==> config.mk <==
export PLATFORM = sky130hd
export DESIGN_NAME = pixel_frame_buffer
export DESIGN_NICKNAME = d
export VERILOG_FILES = /design/src/rtl/pixel_frame_buffer.sv
export SDC_FILE = /design/constraint.sdc
export NUM_CORES = 1
export LEC_CHECK = 0
export CELL_PAD_IN_SITES_DETAIL_PLACEMENT = 1
export CELL_PAD_IN_SITES_GLOBAL_PLACEMENT = 1
export CORE_UTILIZATION = 30
export DETAILED_ROUTE_END_ITERATION = 6
export HOLD_SLACK_MARGIN = 0.1
export PLACE_DENSITY = 0.7
export SKIP_CTS_REPAIR_TIMING = 1
export SLEW_MARGIN = 25
export SYNTH_ARGS = -nofsm -noshare
export SYNTH_HDL_FRONTEND = slang
export SYNTH_SLANG_ARGS = --single-unit
==> constraint.sdc <==
create_clock -name clk -period 5 [get_ports clk]
set_input_delay 1.5 -clock clk [delete_from_list [all_inputs] [get_ports clk]]
set_output_delay 1.5 -clock clk [all_outputs]
set_load 0.1 [all_outputs]
==> src/rtl/pixel_frame_buffer.sv <==
// Double-buffered 7x7 pixel frame assembler: serial valid/ready byte stream in,
// whole frame presented in parallel from a held read bank.
module pixel_frame_buffer #(
    parameter int NUM_PIXELS = 49,
    parameter int PIXEL_W    = 8
) (
    input  logic                          clk,
    input  logic                          rst,
    input  logic [PIXEL_W-1:0]            pixel_in,
    input  logic                          pixel_valid,
    input  logic                          pixel_sof,
    output logic                          pixel_ready,
    output logic [NUM_PIXELS*PIXEL_W-1:0] frame_data,
    output logic                          frame_valid,
    input  logic                          frame_ready,
    output logic                          sync_err,
    output logic [15:0]                   frame_count
);

    localparam int IDX_W = $clog2(NUM_PIXELS);
    localparam logic [IDX_W-1:0] LAST_IDX = IDX_W'(NUM_PIXELS - 1);

    typedef enum logic [1:0] {
        S_FILL    = 2'd0,
        S_PRESENT = 2'd1,
        S_STALL   = 2'd2
    } state_t;

    state_t                               state_q, state_d;
    logic [IDX_W-1:0]                     wr_idx_q, wr_idx_d;
    logic [NUM_PIXELS-1:0][PIXEL_W-1:0]   wbank_q, wbank_d;
    logic [NUM_PIXELS-1:0][PIXEL_W-1:0]   rbank_q, rbank_d;
    logic                                 frame_valid_q, frame_valid_d;
    logic                                 sync_err_q, sync_err_d;
    logic [15:0]                          frame_count_q, frame_count_d;

    logic                                 accept;
    logic                                 handshake;
    logic                                 last;
    logic [IDX_W-1:0]                     wr_pos;
    logic                                 load_new;
    logic                                 load_held;

    // Ready is forced low during reset so nothing is accepted on the reset edge.
    assign pixel_ready = !rst && (state_q != S_STALL);
    assign accept      = pixel_valid && pixel_ready;
    assign handshake   = frame_valid_q && frame_ready;
    assign wr_pos      = pixel_sof ? '0 : wr_idx_q;
    assign last        = accept && (wr_pos == LAST_IDX);

    always_comb begin
        wbank_d       = wbank_q;
        wr_idx_d      = wr_idx_q;
        sync_err_d    = 1'b0;
        frame_count_d = frame_count_q + 16'(handshake);
        if (accept) begin
            wbank_d[wr_pos] = pixel_in;
            wr_idx_d        = (wr_pos == LAST_IDX) ? '0 : wr_pos + 1'b1;
            sync_err_d      = pixel_sof && (wr_idx_q != '0);
        end
    end

    always_comb begin
        state_d       = state_q;
        frame_valid_d = frame_valid_q;
        load_new      = 1'b0;
        load_held     = 1'b0;
        case (state_q)
            S_FILL: begin
                if (last) begin
                    load_new      = 1'b1;
                    frame_valid_d = 1'b1;
                    state_d       = S_PRESENT;
                end
            end
            S_PRESENT: begin
                if (last && handshake) begin
                    load_new = 1'b1;
                end else if (last) begin
                    state_d = S_STALL;
                end else if (handshake) begin
                    frame_valid_d = 1'b0;
                    state_d       = S_FILL;
                end
            end
            S_STALL: begin
                if (handshake) begin
                    load_held = 1'b1;
                    state_d   = S_PRESENT;
                end
            end
            default: begin
                frame_valid_d = 1'b0;
                state_d       = S_FILL;
            end
        endcase
    end

    // A completing pixel lands in the read bank in the same cycle via wbank_d.
    always_comb begin
        rbank_d = rbank_q;
        if (load_new) begin
            rbank_d = wbank_d;
        end else if (load_held) begin
            rbank_d = wbank_q;
        end
    end

    always_ff @(posedge clk) begin
        if (rst) begin
            state_q       <= S_FILL;
            wr_idx_q      <= '0;
            wbank_q       <= '0;
            rbank_q       <= '0;
            frame_valid_q <= 1'b0;
            sync_err_q    <= 1'b0;
            frame_count_q <= '0;
        end else begin
            state_q       <= state_d;
            wr_idx_q      <= wr_idx_d;
            wbank_q       <= wbank_d;
            rbank_q       <= rbank_d;
            frame_valid_q <= frame_valid_d;
            sync_err_q    <= sync_err_d;
            frame_count_q <= frame_count_d;
        end
    end

    assign frame_data  = rbank_q;
    assign frame_valid = frame_valid_q;
    assign sync_err    = sync_err_q;
    assign frame_count = frame_count_q;

endmodule

==> flow_metrics.py <==
metrics = {
    "status": {
        "status": "completed",
    },
    "pwr": {
        "combPwrFrac_pct": 2.2,
        "p_sw_uw": 3120,
        "pwr_density_cell_nw_per_um2": 348,
        "p_seq_share_pct": 46.6,
        "leakage_uw": 0.0159,
        "switching_share_pct": 22.5,
        "clockPowerShare_pct": 51.1,
        "irDropWorstVdd_v": 0.000228,
        "internal_power_uw": 10700,
    },
    "placed_design": {
        "dp_slack_ps": 523,
        "gp_congestion": 0.766,
        "portBuffers": 423,
        "post-dp-hpwl_mm": 69.4,
        "placed_area_um2": 36600,
    },
    "grt": {
        "overflow": 0,
        "grt_pass1_wl_mm": 165,
        "antenna_found_initial": 3,
        "grt_use_total_pct": 20.3,
        "grt_max_degree": 177,
        "grt_pass1_vias": 25300,
    },
    "logic_synthesis": {
        "synth_xor_xnor_area_share_pct": 0.363,
        "synth_cells": 3214,
        "synth-async-reset-ratio_pct": 0,
        "synth_area_um2": 31300,
        "synth_top_family_by_area": "compound AO/OA/AOI/OAI gates",
        "ys_warn_count": 0,
        "synth_area_leader_cell": "dfxtp_1",
        "synth_cell_types": 59,
        "synth_ff_type": "dfxtp_1",
        "yosys_register_bits": 810,
        "synthDominantCellAreaShare_pct": 51.7,
        "seq_area_frac_synth_pct": 51.7,
        "synth_enable_flop_cells": 0,
        "yosys.area_share.simple_pct": 13.1,
        "ys_top_cells_by_area": "dfxtp_1 (52%), mux2i_1 (11%), nor2_1 (4.2%), mux2_2 (4.2%), a21oi_1 (3.8%)",
        "synth-adder-area-share_pct": 0.160,
        "synth_compound_area_share_pct": 15.9,
        "synthMuxAreaShare_pct": 14.7,
        "syn_area_per_cell_um2": 9.75,
        "synth_nets": 3231,
    },
    "final_layout": {
        "final_core_util_pct": 38.5,
        "nNetsFinal": 3502,
        "drive_above_1_share_pct": 12.0,
        "area_growth_pct": 27.0,
        "fill_cells": 11500,
        "stdcell_area_um2": 39800,
    },
    "detailed_routing": {
        "met2_length_mm": 50.9,
        "wl_mm": 111,
        "wl_met3_mm": 6.70,
        "highest_layer": "met5",
        "routedWlPerCell_um": 22.5,
        "drtIter0Drc": 1470,
        "viasPerCell": 5.18,
        "wl_met1_mm": 50.5,
        "dr.pass1.iters": 5,
        "vias": 25600,
        "drc": 0,
        "antenna_left": 0,
    },
    "floorplanning": {
        "rows": 118,
        "die_area_um2": 106000,
        "initial_core_util_pct": 30.3,
        "ioPinCount": 424,
        "die_x_um": 325,
        "core_area_um2": 103000,
        "die_height_um": 325,
    },
    "critical_path": {
        "critical-path-top-delay-family": "buffers and inverters",
        "slowest_stage": "clkdlybuf4s50_1",
        "path_class": "reg2out",
        "worstPathArrival_ps": 2290,
        "path_buf_inv": 1,
        "rr_worst_depth": 5,
        "max_stage_delay_ps": 1190,
        "cp.depth": 1,
        "end_kind": "output pin",
        "path_cells": "clkdlybuf4s50_1",
        "path_max_fanout": 6,
        "reg2reg_to": "frame_data[143]",
        "reg2reg_setup_slack_ps": 1920,
        "start_kind": "flip-flop",
        "required_ps": 3500,
        "r2r-start": "state_q[0]",
    },
    "job": {
        "cap_violations": 0,
    },
    "timing": {
        "tightest_slew_ps": 1130,
        "finalSetupTns_ps": 0,
        "setup_viol": 0,
        "hold_viol": 0,
        "rsz0062_at_grt": "no",
        "fin_crit_ps": 3790,
        "fin_ws_ps": 1210,
        "period_share_pct": 75.7,
        "slew_headroom_pct": 24.6,
        "skew_ps": 25.4,
        "slew_viol_final": 0,
        "fmax_mhz": 264,
    },
    "clock_tree": {
        "clkTransAtPathRegs_ps": 60,
        "clkLatencyLatePin_ps": 660,
        "cts.sinks": 810,
        "cts_tree": "yes",
        "clockRootBuffer": "clkbuf_16",
        "ctsLongestPathBuffers": 3,
        "htree_levels": 3,
        "cts_buffers": 92,
    },
    "worst_hold_path": {
        "hold_end": "frame_data[163]",
        "min_path_cells": 2,
        "holdCritPathClass": "reg2reg",
        "min_from": "frame_data[163]",
    },
}
[cells by family (layout without fill, tap and decap cells)]
family                   Yosys count  in the layout
AND/OR/NAND/NOR                  909            909
XOR/XNOR                          13             13
flip-flops                       810            810
AO/OA/AOI/OAI                    724            724
buffers and inverters            307            653
multiplexers                     447            447
other                              0              1
adder cells (fa/ha/maj)            4              4
[stage by stage]
stage	power (µW)	cells	hold WS (ps)
after global routing	14300	4940	468
after global placement	6920	4771	438
after CTS	14100	4940	452
after detailed placement	6920	4771	444
final	13900	4941	449
after floorplan	6790	3214	436
[metal layers]
layer  global-route usage, %  up-vias
met5                       0        -
met4                    6.85        2
met3                    5.02      159
met2                    32.3      516
met1                    26.7    12900
li1                        -    12000
[state kept, by name (all words and copies together) (netlist names)]
signal	count
state_q	2
frame_valid	1
frame_count	16
wr_idx_q	6
sync_err	1
frame_data	392
wbank_q	392
[worst max-delay path by stage]
stage / startpoint / endpoint / slack, ps
6_report: frame_count[7] / frame_count[7] / 1210
5_1_grt: pixel_valid / frame_data[138] / 1090
4_1_cts: frame_data[15] / frame_data[15] / 1170
3_5_place_dp: pixel_valid / frame_data[141] / 520
3_3_place_gp: pixel_valid / frame_data[140] / 570
2_1_floorplan: rst / pixel_ready / 400
[cell usage in the layout, fill, tap and decap left out, types with 4 or more instances in the layout]
cell,n
xor2_1,8
a22oi_1,81
nor3_1,5
clkinv_2,19
clkbuf_8,23
buf_4,59
a31o_2,10
ha_1,4
bufinv_16,8
buf_2,21
mux2i_1,331
nand2_2,4
nand2_1,307
o2bb2ai_1,80
xnor2_1,5
o2111ai_2,4
and3_1,6
mux2_2,116
nor4b_4,4
o221ai_1,96
and4_1,4
o21ai_0,103
clkbuf_1,18
nor2b_1,33
dfxtp_1,810
inv_1,5
clkbuf_16,95
buf_12,17
nand4_2,14
a21oi_1,236
nor2_1,351
and4bb_2,4
o211ai_1,14
nand2b_1,4
a2bb2oi_1,88
nand3_1,146
clkdlybuf4s50_1,379
[power by group through the flow]
stage          logic, µW  registers [µW]  clock network, µW
2_1_floorplan        181            6600                  0
3_3_place_gp         312            6610                  0
3_5_place_dp         312            6610                  0
4_1_cts              311            6460               7300
5_1_grt              326            6460               7540
6_report             310            6460               7090
[Yosys cell counts, drive strengths merged, types with 3 or more instances]
cell type / instances
a2bb2oi: 88
a21oi: 236
o2bb2ai: 80
a22oi: 81
nand3: 146
nand2: 311
nor4b: 6
xnor2: 5
or3: 3
nor3: 6
xor2: 8
o21ai: 104
nor2: 354
o221ai: 96
and4bb: 4
o2111ai: 6
mux2: 116
nand2b: 5
and4: 4
a31o: 10
mux2i: 331
buf: 98
nand4: 18
clkbuf: 203
ha: 4
inv: 6
nor2b: 34
dfxtp: 810
and3: 6
o211ai: 15
[worst min-delay path: cells and delay by family, from the launching register on]
family	cells	cell delay, ps
DFF	1	300
and+or+nand+nor	1	50
AOI/OAI and AO/OA	1	50
[area by class of cell]
type                       count  area [µm²]  share of cell area [%]
timing repair buffer         478        4700                    11.8
sequential                   810       16200                    40.7
antenna                        1        2.50                 0.00629
multi-input combinational   2097       13900                    35.0
tap                         1380        1730                    4.34
clock inverter                33         417                    1.05
inverter                       6        30.0                  0.0754
clock buffer                 136        2760                    6.94
Power figures use the tool's default switching activity.
